### src/rtl/round_key_add.sv
// Mini-AES key addition: XORs the Mix_column state with a round key produced by an
// on-chip sequential key schedule. Optional macro ROUND_KEY_ADD_ERR_EN adds a sticky load_err output.
module round_key_add #(
    parameter logic [3:0] RCON1 = 4'b0001,
    parameter logic [3:0] RCON2 = 4'b0010
) (
    input  logic       clk,
    input  logic       nrst,
    input  logic       key_load,
    input  logic [3:0] k0,
    input  logic [3:0] k1,
    input  logic [3:0] k2,
    input  logic [3:0] k3,
    input  logic [1:0] round_sel,
    input  logic       load,
    input  logic [3:0] c0,
    input  logic [3:0] c1,
    input  logic [3:0] c2,
    input  logic [3:0] c3,
    output logic [3:0] d0,
    output logic [3:0] d1,
    output logic [3:0] d2,
    output logic [3:0] d3,
    output logic       key_ready,
    output logic       done
`ifdef ROUND_KEY_ADD_ERR_EN
    ,
    output logic       load_err
`endif
);

    typedef enum logic [1:0] {
        IDLE   = 2'd0,
        EXPAND = 2'd1,
        READY  = 2'd2
    } state_t;

    function automatic logic [3:0] f_sbox(input logic [3:0] x);
        logic [3:0] y;
        case (x)
            4'h0: y = 4'hE;
            4'h1: y = 4'h4;
            4'h2: y = 4'hD;
            4'h3: y = 4'h1;
            4'h4: y = 4'h2;
            4'h5: y = 4'hF;
            4'h6: y = 4'hB;
            4'h7: y = 4'h8;
            4'h8: y = 4'h3;
            4'h9: y = 4'hA;
            4'hA: y = 4'h6;
            4'hB: y = 4'hC;
            4'hC: y = 4'h5;
            4'hD: y = 4'h9;
            4'hE: y = 4'h0;
            default: y = 4'h7;
        endcase
        return y;
    endfunction

    state_t     r_state;
    state_t     w_state_next;
    logic [2:0] r_cnt;
    logic [2:0] w_cnt_next;
    logic [3:0] r_w [0:11];
    logic [3:0] r_d [0:3];
    logic       r_done;

    logic [3:0] w_key_in [0:3];
    logic [3:0] w_c      [0:3];
    logic [3:0] w_key_sel[0:3];
    logic [3:0] w_idx;
    logic [3:0] w_prev;
    logic [3:0] w_back;
    logic [3:0] w_new_word;
    logic       w_expanding;
    logic       w_accept;

    assign w_key_in[0] = k0;
    assign w_key_in[1] = k1;
    assign w_key_in[2] = k2;
    assign w_key_in[3] = k3;
    assign w_c[0]      = c0;
    assign w_c[1]      = c1;
    assign w_c[2]      = c2;
    assign w_c[3]      = c3;

    // ---------------- key schedule: one word per EXPAND edge ----------------
    assign w_idx  = 4'(r_cnt) + 4'd4;
    assign w_prev = r_w[w_idx - 4'd1];
    assign w_back = r_w[w_idx - 4'd4];

    always_comb begin
        w_new_word = w_back ^ w_prev;
        if (r_cnt == 3'd0) begin
            w_new_word = w_back ^ f_sbox(w_prev) ^ RCON1;
        end else if (r_cnt == 3'd4) begin
            w_new_word = w_back ^ f_sbox(w_prev) ^ RCON2;
        end
    end

    assign w_expanding = (r_state == EXPAND) && !key_load;

    always_comb begin
        w_state_next = r_state;
        w_cnt_next   = r_cnt;
        if (key_load) begin
            w_state_next = EXPAND;
            w_cnt_next   = 3'd0;
        end else begin
            case (r_state)
                EXPAND: begin
                    w_cnt_next = r_cnt + 3'd1;
                    if (r_cnt == 3'd7) begin
                        w_state_next = READY;
                    end
                end
                default: ;
            endcase
        end
    end

    always_ff @(posedge clk) begin
        if (!nrst) begin
            r_state <= IDLE;
            r_cnt   <= 3'd0;
        end else begin
            r_state <= w_state_next;
            r_cnt   <= w_cnt_next;
        end
    end

    always_ff @(posedge clk) begin
        if (!nrst) begin
            for (int i = 0; i < 12; i++) begin
                r_w[i] <= 4'h0;
            end
        end else if (key_load) begin
            for (int i = 0; i < 4; i++) begin
                r_w[i] <= w_key_in[i];
            end
        end else if (w_expanding) begin
            r_w[w_idx] <= w_new_word;
        end
    end

    assign key_ready = (r_state == READY);

    // ---------------- data path ----------------
    // key_load on the same edge takes priority, so a coincident load is dropped.
    assign w_accept = load && key_ready && !key_load;

    for (genvar gi = 0; gi < 4; gi++) begin : g_key_sel
        always_comb begin
            case (round_sel)
                2'd0:    w_key_sel[gi] = r_w[gi];
                2'd1:    w_key_sel[gi] = r_w[gi + 4];
                2'd2:    w_key_sel[gi] = r_w[gi + 8];
                default: w_key_sel[gi] = 4'h0;
            endcase
        end
    end

    always_ff @(posedge clk) begin
        if (!nrst) begin
            r_done <= 1'b0;
            for (int i = 0; i < 4; i++) begin
                r_d[i] <= 4'h0;
            end
        end else begin
            r_done <= w_accept;
            if (w_accept) begin
                for (int i = 0; i < 4; i++) begin
                    r_d[i] <= w_c[i] ^ w_key_sel[i];
                end
            end
        end
    end

    assign d0   = r_d[0];
    assign d1   = r_d[1];
    assign d2   = r_d[2];
    assign d3   = r_d[3];
    assign done = r_done;

`ifdef ROUND_KEY_ADD_ERR_EN
    logic r_load_err;

    always_ff @(posedge clk) begin
        if (!nrst) begin
            r_load_err <= 1'b0;
        end else if (load && (key_load || !key_ready)) begin
            r_load_err <= 1'b1;
        end else if (key_load) begin
            r_load_err <= 1'b0;
        end
    end

    assign load_err = r_load_err;
`endif

endmodule

### config.mk
export PLATFORM = sky130hd
export DESIGN_NAME = round_key_add
export DESIGN_NICKNAME = d
export VERILOG_FILES = /design/src/rtl/round_key_add.sv
export SDC_FILE = /design/constraint.sdc
export NUM_CORES = 1
export LEC_CHECK = 0
export ABC_AREA = 1
export BUFFER_PORTS_ARGS = -buffer_cell sky130_fd_sc_hd__buf_2
export CAP_MARGIN = 25
export CORE_AREA = 2 2 95 97
export DETAILED_ROUTE_END_ITERATION = 8
export DIE_AREA = 0 0 97 99
export GPL_ROUTABILITY_DRIVEN = 0
export GPL_TIMING_DRIVEN = 0
export HOLD_SLACK_MARGIN = 0.1
export PLACE_DENSITY = 0.75
export SYNTH_ARGS = -nofsm -noshare
export SYNTH_HDL_FRONTEND = slang
export SYNTH_SLANG_ARGS = --single-unit
### constraint.sdc
create_clock -name clk -period 3.05 [get_ports clk]
set_input_delay 0.61 -clock clk [delete_from_list [all_inputs] [get_ports clk]]
set_output_delay 0.61 -clock clk [all_outputs]
set_load 0.01 [all_outputs]
==> results.md <==
Global route:
- The total routing usage reported by global routing is 27.7%.
- The number of global-route vias before repair is 4,068.
- Entering global routing, the biggest net connects 21 pins.
- The number of antenna violations at the first check in global routing is 0.
- The first-pass GRT wire length is 20,700 um.
- Global routing finished with a remaining overflow of 0.

Power:
- IR analysis of the VDD net gives a maximum drop of 320 uV.
- Power spread over the standard cell area amounts to 509 nW/um2.
- The net switching power figure is 991 uW.
- The internal portion of the total power is 1760 uW.
- Total power for the finished layout comes to 2750 uW.
- The leakage power summed over all cells is 0.00260 uW.
- The share of total power dissipated in sequential elements is 41.8%.
- In this run switching power makes up 36.1% of total power.
- Per report_power, the clock group accounts for 29.5% of the total.
- The proportion of power drawn by combinational gates is 28.7%.

Synthesis:
- The synthesized netlist devotes 13.0% of its cell area to compound gates.
- Summing every instance area after synthesis gives 4400 um2.
- The synthesized instance count is 568.
- When the netlist entered floorplanning its net count stood at 616.
- Ranked by total cell area, the synthesized netlist is headed by edfxtp_1 44%, nand2_1 16%, inv_1 7.1%.
- The share of synthesized area in the top cell type comes to 43.7%.
- The sequential element share of the synthesized area is 46.4%.
- The dominant combinational cell family by area after synthesis is simple AND/OR/NAND/NOR gates.
- Summing the areas of all xor and xnor instances in the mapped netlist gives 0.569% of the synthesized area.
- The library cell occupying the most area in the post-synthesis netlist is edfxtp_1.
- The post-synthesis average cell area is 7.74 um2.
- The netlist uses 30 different library cells.
- Summing the areas of all fa, ha and maj instances in the mapped netlist gives 2.84% of the synthesized area.
- The synthesized flop and latch total is 70.
- Measured against the total synthesized area, the mux share comes to 0%.
- Yosys printed 0 warnings.
- Summing the areas of all and, or, nand and nor instances in the mapped netlist gives 27.4% of the synthesized area.

Worst setup path:
- The largest fanout on the critical path is 8.
- STA classifies the critical path startpoint as a flop.
- The worst endpoint required time is 3.18 ns.
- The source of the critical timing path is r_cnt[0]$_SDFFE_PP0P_.
- The worst setup path is captured at a flop.
- The startpoint identified for the worst register-to-register timing path is r_cnt[0]$_SDFFE_PP0P_.
- The endpoint of the worst setup timing path is r_w[11][0]$_DFFE_PP_.
- The capture instance of the worst register-to-register path is r_w[11][0]$_DFFE_PP_.
- The worst reg2reg path depth is 23.
- Data on the critical path arrives at its endpoint at 3.07 ns.
- Across all register-to-register paths, the minimum setup slack is 0.11 ns.
- The critical path start-end classification is flop to flop.

Final layout:
- The final antenna diode count is 0.
- For this run, the share of the core covered by cells in the final layout is 63.2%.
- The final instance area is 5400 um2.
- Of the cells placed in the final design, the portion with a size suffix greater than 1 is 25.7%.
- The filler cell count is 701.
- The area added between synthesis and finish is 22.9%.
- After the last flow step, the layout net total stands at 705.

Floorplanning:
- The die footprint is 9600 um2.
- The vertical die dimension is 99 um.
- The overall die width is 97 um.
- The core area is 8550 um2.
- The total number of placement rows is 34.
- The initial core utilization is 51.4%.
- In this run the count of I/O pins placed on the die edge is 56.

Clock tree:
- TritonCTS built the clock tree.
- The number of clock sinks is 70.
- The total number of H-tree levels is 3.
- The latest clock arrival within the worst-skew pair is 0.38 ns.
- Clock-pin slew was measured on the worst setup and hold paths at 0.09 ns.
- In this run, post-CTS hold repair placed 0 buffers.
- The worst-case clock buffer depth is 2.
- Clock tree synthesis inserted a total of 9 buffers.
- The root buffer cell chosen for the clock tree is clkbuf_8.

Route:
- After the first detailed-routing iteration, the DRC count stood at 821.
- The total length of routed wires is 13,300 um.
- The detail-routed net length per standard cell is 17.3 um.
- The routed via count is 4,477.
- The detailed-routing iteration count for the pre-antenna-repair pass is 6.
- For this run, design rule violations remaining after detail routing come to 0.
- The vias per cell is 5.81.
- The count of nets left with antenna violations once routing finished came out at 0.

Hold path:
- The worst hold-check path type is primary input to flop.

Run status:
- The flow ran to the end, and the final reports show no timing, DRC or antenna violations.

Place:
- The port buffer count is 55.
- The post-place instance area is 4820 um2.
- The detailed placement HPWL is 9390 um.

STA:
- The worst path needs 2.94 ns of the cycle, external delays included.
- The worst setup skew after layout is 0.0168 ns.
- Hold timing on the final database bottoms out at a slack of 0.512 ns.
- At the pin with the least slew margin, the transition time is 0.830 ns.
- The number of hold violations in the final report is 0.
- Setup violations remaining at the end of the flow were counted as 0.
- The final count of pins violating max slew is 0.
- The final critical path takes up 96.4% of the cycle.
- Timing would allow up to 340 MHz.
- The worst relative slew slack is 44.5%.

Flow run:
- The reported max-cap violation count is 0.
stage by stage:
stage	std cells	TNS, ns	setup WS (ns)
floorplan	568	0	0.111
global placement	731	-11.82	-0.416
detailed placement	732	-14.71	-0.519
CTS	756	0	0.00456
global route	770	-0.307	-0.0549
finish	770	0	0.109
per-layer routing:
| metal | vias to the layer above | track usage, % | routed length (um) |
|---|---|---|---|
| li1 | 2060 | - | - |
| met5 | - | 0 | 0 |
| met4 | 0 | 13.8 | 759 |
| met3 | 78 | 5.96 | 1700 |
| met1 | 2011 | 35.6 | 4970 |
| met2 | 328 | 44.7 | 5900 |
flip-flops by register name (all words and copies together) (netlist names):
name     count
done         1
r_cnt        3
r_d         16
r_state      2
r_w         48
worst max-delay path, stage by stage, from the launching register on:
cell and delay [ns]:
dfxtp_4 0.38, buf_6 0.11, inv_2 0.05, buf_12 0.13
ha_4 0.31, inv_4 0.05, buf_6 0.13, nand3_1 0.07
nand2_1 0.06, nand2_1 0.10, nand2_2 0.07, nand2_2 0.07
nand2_4 0.08, ha_4 0.22, nand2_2 0.07, nand2_2 0.06
nand2_2 0.07, nand2_1 0.06, nand2_2 0.10, nand2_2 0.07
nand2_2 0.09, nand3_4 0.18, nand2_2 0.12, nand2_1 0.05
synth_stat cells (all sizes together):
master / count
a32o: 2
o221ai: 8
buf: 13
nand4: 1
nand2: 201
edfxtp: 64
xnor2: 1
inv: 87
nor3: 4
clkbuf: 7
xor2: 1
nor2: 23
a21oi: 34
ha: 10
a32oi: 1
nand3b: 1
o211ai: 15
o22ai: 1
or2: 1
dfxtp: 6
o21ai: 36
nand3: 51
layout by cell type, fill, tap and decap left out, types with 2 or more instances in the layout:
master	netlist	routed
clkbuf_8	0	9
o21ai_0	32	31
o21ai_1	3	4
ha_4	0	3
buf_2	9	61
dfxtp_4	0	2
clkinvlp_4	0	3
ha_1	10	7
a21oi_1	34	33
buf_6	0	4
clkbuf_1	7	7
nand3_2	2	10
nor2_2	4	4
buf_4	4	23
nand3_4	2	2
inv_6	0	2
nor2_1	19	19
a32o_1	2	2
nand2_1	191	169
edfxtp_1	64	64
dfxtp_1	6	4
o211ai_1	15	15
nand2_4	0	4
nor3_1	4	4
inv_1	83	81
inv_2	4	5
nand2_2	10	28
nand3_1	47	39
o221ai_1	8	8
how the worst min path moves through the flow:
stage	start	end	slack [ns]	cells past startpoint
after floorplan	r_state[0]$_SDFFE_PN0P_	r_state[0]$_SDFFE_PN0P_	0.48	2
after global placement	r_state[0]$_SDFFE_PN0P_	r_state[0]$_SDFFE_PN0P_	0.49	2
after detailed placement	r_state[0]$_SDFFE_PN0P_	r_state[0]$_SDFFE_PN0P_	0.52	2
after CTS	k1[0]	r_w[1][0]$_SDFFCE_PN0P_	0.51	3
after global routing	k1[0]	r_w[1][0]$_SDFFCE_PN0P_	0.54	3
final	k2[2]	r_w[2][2]$_SDFFCE_PN0P_	0.51	3
cell type report:
cell class	count	area, um2	share of cell area, %
buffer	19	133	2.45
clock buffer	9	124	2.29
clock inverter	7	81.3	1.50
inverter	87	329	6.09
multi-input combinational	391	2100	38.8
sequential	70	2050	37.9
tap	108	135	2.50
timing repair buffer	79	457	8.45
timing repair:
| item | 4_1_cts | 5_1_grt |
|---|---|---|
| gates cloned | 0 | 0 |
| pin swaps | 3 | 19 |
| gates resized for setup | 19 | 47 |
| endpoints found under the setup margin | 32 | 32 |
| buffers inserted | 8 | 15 |
power groups by stage:
stage	registers, uW	clock network [uW]	logic [uW]
floorplan	1150	0	436
global placement	1170	0	599
detailed placement	1170	0	621
CTS	1140	803	667
global route	1150	835	862
finish	1150	811	790
kinds of logic (layout without fill, tap and decap cells):
kind of cell             after synthesis  after routing
flip-flops                            70             70
adder cells (fa/ha/maj)               10             10
AND/OR/NAND/NOR                      282            282
XOR/XNOR                               2              2
buffers and inverters                107            201
AO/OA/AOI/OAI                         97             97
Power figures use the tool's default switching activity.
